[src/rtl/onchip_mem_stream_reader.sv]
// Avalon-MM read master: streams LENGTH consecutive RAM words from BASE_ADDR with sop/eop, wrapping at MEM_DEPTH.
// First beat 2 cycles after first read; reads throttle so FIFO plus in-flight never exceeds FIFO_DEPTH under st_ready backpressure.

module onchip_mem_stream_reader_fifo #(
  parameter int W     = 34,
  parameter int DEPTH = 4
) (
  input  logic                   clk,
  input  logic                   reset,
  input  logic                   push,
  input  logic [W-1:0]           push_dat,
  input  logic                   pop,
  output logic [W-1:0]           head_dat,
  output logic                   empty,
  output logic [$clog2(DEPTH):0] count
);
  localparam int PW = $clog2(DEPTH);
  localparam int CW = PW + 1;

  logic [W-1:0]  mem [DEPTH];
  logic [PW-1:0] wr_ptr;
  logic [PW-1:0] rd_ptr;
  logic          full;
  logic          do_push;
  logic          do_pop;

  assign empty    = (count == '0);
  assign full     = (count == CW'(DEPTH));
  assign do_pop   = pop && !empty;
  // A pop frees the slot in the same cycle, so a full FIFO can still accept.
  assign do_push  = push && (!full || do_pop);
  assign head_dat = mem[rd_ptr];

  always_ff @(posedge clk) begin
    if (reset) begin
      wr_ptr <= '0;
      rd_ptr <= '0;
      count  <= '0;
    end else begin
      if (do_push) wr_ptr <= wr_ptr + PW'(1);
      if (do_pop)  rd_ptr <= rd_ptr + PW'(1);
      case ({do_push, do_pop})
        2'b10:   count <= count + CW'(1);
        2'b01:   count <= count - CW'(1);
        default: count <= count;
      endcase
    end
  end

  always_ff @(posedge clk) begin
    if (do_push) mem[wr_ptr] <= push_dat;
  end
endmodule

module onchip_mem_stream_reader #(
  parameter int ADDR_W     = 17,
  parameter int DATA_W     = 32,
  parameter int MEM_DEPTH  = 102400,
  parameter int LEN_W      = 18,
  parameter int FIFO_DEPTH = 4
) (
  input  logic              clk,
  input  logic              reset,
  input  logic              start,
  input  logic [ADDR_W-1:0] base_addr,
  input  logic [LEN_W-1:0]  length,
  output logic              busy,
  output logic              done,
  output logic [ADDR_W-1:0] mem_address,
  output logic              mem_chipselect,
  output logic              mem_write,
  output logic [3:0]        mem_byteenable,
  output logic              mem_clken,
  input  logic [DATA_W-1:0] mem_readdata,
  output logic [DATA_W-1:0] st_data,
  output logic              st_valid,
  input  logic              st_ready,
  output logic              st_sop,
  output logic              st_eop
);
  localparam int CW = $clog2(FIFO_DEPTH) + 1;

  typedef enum logic [1:0] {S_IDLE, S_FETCH, S_DRAIN, S_DONE} state_t;

  state_t            state;
  state_t            state_nxt;
  logic [LEN_W-1:0]  len_q;
  logic [LEN_W-1:0]  issued;
  logic [LEN_W-1:0]  capt_idx;
  logic              inflight;
  logic              issue;
  logic              accept;
  logic              pop;
  logic              fifo_empty;
  logic [CW-1:0]     fifo_count;
  logic [DATA_W+1:0] push_dat;
  logic [DATA_W+1:0] head_dat;

  assign accept = (state == S_IDLE) && start;
  assign issue  = (state == S_FETCH) && (issued != len_q) &&
                  ((fifo_count + CW'(inflight)) < CW'(FIFO_DEPTH));
  assign pop    = st_valid && st_ready;

  // Beat tags travel with the data so sop/eop stay aligned under backpressure.
  assign push_dat = {(capt_idx == '0), (capt_idx == len_q - LEN_W'(1)), mem_readdata};

  onchip_mem_stream_reader_fifo #(
    .W     (DATA_W + 2),
    .DEPTH (FIFO_DEPTH)
  ) u_fifo (
    .clk      (clk),
    .reset    (reset),
    .push     (inflight),
    .push_dat (push_dat),
    .pop      (pop),
    .head_dat (head_dat),
    .empty    (fifo_empty),
    .count    (fifo_count)
  );

  always_ff @(posedge clk) begin
    if (reset) begin
      state       <= S_IDLE;
      len_q       <= '0;
      issued      <= '0;
      capt_idx    <= '0;
      inflight    <= 1'b0;
      mem_address <= '0;
    end else begin
      state    <= state_nxt;
      inflight <= issue;
      if (accept) begin
        len_q       <= length;
        issued      <= '0;
        capt_idx    <= '0;
        mem_address <= base_addr;
      end else begin
        if (issue) begin
          issued      <= issued + LEN_W'(1);
          mem_address <= (mem_address == ADDR_W'(MEM_DEPTH - 1)) ? '0 : mem_address + ADDR_W'(1);
        end
        if (inflight) capt_idx <= capt_idx + LEN_W'(1);
      end
    end
  end

  always_comb begin
    state_nxt = state;
    case (state)
      S_IDLE:  if (start) state_nxt = (length == '0) ? S_DONE : S_FETCH;
      S_FETCH: if (issued == len_q) state_nxt = S_DRAIN;
      S_DRAIN: if (pop && head_dat[DATA_W]) state_nxt = S_DONE;
      S_DONE:  state_nxt = S_IDLE;
      default: state_nxt = S_IDLE;
    endcase
  end

  assign busy           = (state == S_FETCH) || (state == S_DRAIN);
  assign done           = (state == S_DONE);
  assign mem_chipselect = issue;
  assign mem_write      = 1'b0;
  assign mem_byteenable = 4'hF;
  assign mem_clken      = 1'b1;
  assign st_valid       = !fifo_empty;
  assign st_data        = head_dat[DATA_W-1:0];
  assign st_sop         = st_valid && head_dat[DATA_W+1];
  assign st_eop         = st_valid && head_dat[DATA_W];
endmodule

[config.mk]
export PLATFORM = sky130hd
export DESIGN_NAME = onchip_mem_stream_reader
export DESIGN_NICKNAME = d
export VERILOG_FILES = /design/src/rtl/onchip_mem_stream_reader.sv
export SDC_FILE = /design/constraint.sdc
export NUM_CORES = 1
export LEC_CHECK = 0
export CAP_MARGIN = 20
export CORE_ASPECT_RATIO = 0.5
export CORE_MARGIN = 2
export CORE_UTILIZATION = 45
export DETAILED_ROUTE_END_ITERATION = 6
export PLACE_DENSITY = 0.7
export SKIP_LAST_GASP = 1
export SLEW_MARGIN = 20
export SYNTH_ARGS = -nofsm -noshare
export SYNTH_HDL_FRONTEND = slang
export SYNTH_SLANG_ARGS = --single-unit
export TNS_END_PERCENT = 30
[constraint.sdc]
create_clock -name clk -period 2.9 [get_ports clk]
set_input_delay 0.58 -clock clk [delete_from_list [all_inputs] [get_ports clk]]
set_output_delay 0.58 -clock clk [all_outputs]
set_load 0.01 [all_outputs]
Yosys cells after proc, flatten, opt, wreduce, memory -nomap -nowiden:

Memory sizes are Yosys's and may differ from the RTL's. A register that Yosys moved wholly into a read port is not among the register bits.
Cells that the tools add are included.

* latch bits: 0
* bits in read-only memories: 0
* word-level logic and storage cells: 67
* flip-flop bits (word level): 81
* memories kept: 1
* output and inout port bits: 61
* RAM bits: 136

Memory list
* u_fifo.mem: words 4, bits a word 34, rd ports 1, clocked after Yosys merged registers in 1, write ports 1, line 20 `logic [W-1:0] mem [DEPTH];`

* bitwise gates (word level): 0
* magnitude comparators: 1
* multiply operators: 0
* div/mod/pow operators: 0
* shift operators: 0
* muxes and demuxes: 13
* equality and inequality tests: 13
* reductions and logical operators: 21
* $add $sub $neg: 9

Operator list (number)
* $mux 17: 3
* $add 18x1->18 const B: 2
* $eq 18x18->1: 2
* $logic_not 18->1: 2
* $ne 18x18->1: 1
* $sub 18x1->18 const B: 1
* $add 17x1->17 const B: 1
* $eq 17x17->1 const B: 1
* $mux 2: 6
* $logic_and 1x1->1: 9
* $pmux 2 s4: 1
* $eq 2x2->1 const B: 3
* $pmux 3 s2: 1
* $add 2x1->2 const B: 2
* $eq 2x1->1 const B: 2
* $ne 2x2->1 const B: 2
* $reduce_bool 2->1: 2
* $add 3x1->3: 1
* $add 3x1->3 const B: 1
* $eq 3x3->1 const B: 1
* $logic_not 3->1: 1
* $lt 3x3->1 const B: 1
* $reduce_and 3->1: 1
* $sub 3x1->3 const B: 1
* other kinds (6): 9

Depth between registers and ports, before layout:

* word-level depth: 8
* mapped depth: 10
* gate-level depth less buffers: 9

Hierarchy:

From an unflattened synthesis, not the netlist that was laid out.

* cell total of the unflattened synthesis: 833
* area, all modules: 10092.2 um2

By module, submodules not included
* onchip_mem_stream_reader_fifo: instances 1, area an instance 5454.0 um2, cells each 243
* onchip_mem_stream_reader: instances 1, area an instance 4638.2 um2, cells each 590

Worst setup path after synthesis:

No wires, ideal clock.

* kind: register to register
* start point: register len_q[9]
* end point: memory u_fifo.mem[0][32] (data pin)
* buffers on the path: 1
* setup slack: 14 ps
* clock period less this slack: 2886 ps
* cell stages (with the launch flop): 8
* arrival time: 2656 ps
* required time: 2670 ps
* path through: dfxtp_1 -> buf_6 -> or4_4 -> or3_1 -> a2111oi_2 -> o22ai_1 -> or4_4 -> a2111oi_2

* word-level cells in the longest chain between the ends: 2

Ends and longest elaborated chain
* start: declaration: line 87 `logic [LEN_W-1:0] len_q;`
* start signal: assignment: line 133 `len_q <= length;`
* $sub 18x1->18: line 105 `assign push_dat = {(capt_idx == '0), (capt_idx == len_q - LEN_W'(1)), mem_readdata};`
* $eq 18x18->1: line 105
* net push_dat[32]: line 96 `logic [DATA_W+1:0] push_dat;`
* end: declaration: line 20

The timed path passes the listed nets, and every way through them passes these cells.

Worst setup path after layout:

* start point: register len_q[9]
* end point: output port mem_chipselect

* word-level cells in the longest chain between the ends: 3

Ends and longest elaborated chain
* $ne 18x18->1: line 100 `assign issue = (state == S_FETCH) && (issued != len_q) &&`
* $logic_and 1x1->1 (2 in a row): line 100
* end: declaration: line 70 `output logic mem_chipselect,`

No other way between the ends.

==> impl_metrics.ini <==
[setup_path]
cp-start-kind = flop
cp.required_ns = 2.32
cp.arrival_ns = 2.26
critPathKind = flop to primary output
cp_max_fo = 7
end_kind = primary output

[clock_tree]
clock_path_buffers = 3
hold_buffers = 0
clock-sinks = 219
insertion_delay_ns = 0.50
root_buffer = clkbuf_16
cts_htree_levels = 1
cts_tree = yes
cts_buffers = 20
clk_pin_slew_ns = 0.07

[synthesis]
yosysSeqAreaShare_pct = 58.00
ys_seq_elements = 219
async_flop_share_pct = 0
netlist_area_mm2 = 0.009906
synth_edf_count = 136
synthCells = 817
syn_area_per_cell_um2 = 12.12
ys.flop_type = edfxtp_1
ys_types = 64
yosysWarnings = 0

[run_status]
outcome = completed

[route]
dr.pass1.iters = 5
drtAntennaViolNets = 0
wl_um = 22360
vias = 6960
drt-vias-per-instance = 5.472
drtIter0Drc = 415
drt-wirelength-per-cell_um = 17.58
drc = 0

[place]
globalplace.congestion = 0.8756
io_buffers = 125
post-place-ws_ns = -0.06632
dp_hpwl_um = 15380

[timing]
post-route-min-period_ns = 2.843
slew_headroom_pct = 36.19
whs_ns = 0.5065
tns_ns = 0
tightest_slew_ns = 0.9572
clock-skew-final_ns = 0.01529
min_period_over_period_pct = 98.02
worst_slack_ns = 0.05730
rsz0062_at_grt = yes
fmaxAchievable_ghz = 0.3518
hold_viol_final = 0
slew_viol_final = 0
setup_viol = 0

[floorplanning]
start_util_pct = 45.79
coreArea_mm2 = 0.02163
design.die.area_mm2 = 0.02329
std_cell_rows = 38
fp.dieH_um = 108.9
io_pins = 132
die_x_um = 213.8

[global_route]
grt_max_degree = 39
track_usage_pct = 19.61
grt_pass1_wl_um = 35690
grt_pass1_vias = 6937
grt_overflow = 0
grt_antenna_before_repair = 1

[layout]
drive_gt1_share_pct = 12.45
diodes = 0
areaGrowthSynthToFinish_pct = 24.61
final_net_count = 1047

[power]
p_per_area_mw_per_mm2 = 753.6
peakVddDrop_mv = 0.4869
p_leak_nw = 4.175

[worst_hold_path]
holdCritPathClass = flop to flop

[run]
max-cap-violations = 0
==> sequential cells by signal, summed over array words and instances, names as in the netlist, named ones only <==
signal / flops
u_fifo.wr_ptr: 2
issued: 18
u_fifo.rd_ptr: 2
len_q: 18
u_fifo.mem: 136
mem_address: 17
u_fifo.count: 3
capt_idx: 18
state: 2
inflight: 1
==> per-stage QoR <==
stage	cell area [um^2]	util [%]	cells	total power (W)
after global placement	11660	53.92	1237	0.006716
after CTS	12310	56.91	1272	0.009354
final	12340	57.06	1272	0.009302
after global routing	12340	57.06	1272	0.009816
after floorplan	9921	-	821	0.005560
after detailed placement	11660	53.92	1237	0.006762
==> cell usage after synthesis, types with 4 or more instances <==
cell type  instances  area share [%]
a211oi_1           6            0.45
a21oi_1           50             2.5
a31oi_1            8            0.51
and2_1            12            0.76
and3_1            10            0.63
and4_1             4            0.35
buf_4              6            0.45
clkbuf_1          41             1.6
dfxtp_1           83              17
edfxtp_1         136              41
ha_1              15             1.9
inv_1             20            0.76
mux2i_1            5            0.51
mux4_2            34             7.7
nand2_1           76             2.9
nand3_1           22             1.1
nand4_1           15            0.95
nor2_1            53             2.0
nor3_1            18            0.91
nor4_1            15            0.95
o211ai_1           5            0.38
o21ai_0           19            0.96
o21ai_1            8            0.40
o31ai_1            9            0.68
or3_1             13            0.82
or4_1              9            0.68
xnor2_1           31             2.7
xor2_1            38             3.4
==> worst paths after layout <==
kind              startpoint                 to  slack (ns)  depth (start not counted)
setup / recovery    len_q[9]     mem_chipselect        0.06                          7
hold / removal    issued[16]         issued[16]        0.51                          2
setup reg to reg    len_q[9]  u_fifo.mem[1][32]        0.11                          6
hold reg to reg   issued[16]         issued[16]        0.51                          2
==> logic make-up (layout without fill, tap and decap cells) <==
| group | after synthesis | count (layout) | share of synthesized area (%) |
|---|---|---|---|
| xor gates and xnor gates | 69 | 69 | 6.101 |
| buffers and inverters | 74 | 225 | 3.132 |
| and+or+nand+nor | 265 | 265 | 13.74 |
| DFF | 219 | 219 | 58.00 |
| adders and majority gates | 16 | 16 | 2.097 |
| AOI/OAI and AO/OA | 133 | 133 | 8.615 |
| other | 2 | 6 | 0.07581 |
| muxes | 39 | 39 | 8.235 |
==> area by class of cell <==
type	instances	area, um^2
Clock inverter	5	63.81
Clock buffer	29	564.3
Fill cell	1823	9290
Tap cell	300	375.4
Timing Repair Buffer	170	1617
Multi-Input combinational cell	528	3895
Inverter	21	78.83
Sequential cell	219	5749
==> placed cells by master, fill, tap and decap left out, drive strengths merged, types with 27 or more instances in the layout <==
cell type / count
nor2: 53
a21oi: 50
nand2: 76
clkdlybuf4s50: 124
o21ai: 27
xnor2: 31
dfxtp: 83
mux4: 34
edfxtp: 136
buf: 45
clkbuf: 29
xor2: 38
==> worst max-delay path, stage by stage (launching register included) <==
cell	delay [ns]
dfxtp_1	0.31
buf_4	0.17
xor2_1	0.16
nor4_1	0.36
nand3_1	0.19
o21ai_2	0.25
inv_2	0.05
dlygate4sd2_1	0.28
==> metal layers <==
layer	vias up	global-route usage (%)	routed length (um)
li1	3342	-	-
met1	3405	25.91	10110
met2	172	33.72	10590
met3	41	3.283	1123
met4	0	5.456	537
met5	-	0	0
==> timing repair <==
| item | 4_1_cts | 5_1_grt |
|---|---|---|
| gates resized for setup | 2 | 8 |
| setup buffers | 1 | 0 |
| pin swaps | 3 | 1 |
| endpoints found under the setup margin | 16 | 30 |
==> power by group <==
part           internal [W]  switching, W  leakage, nW
Clock               0.00145       0.00111        0.306
Combinational       0.00145       0.00150         1.96
Sequential          0.00358      0.000217         1.91
(Power assumes the default switching activity.)
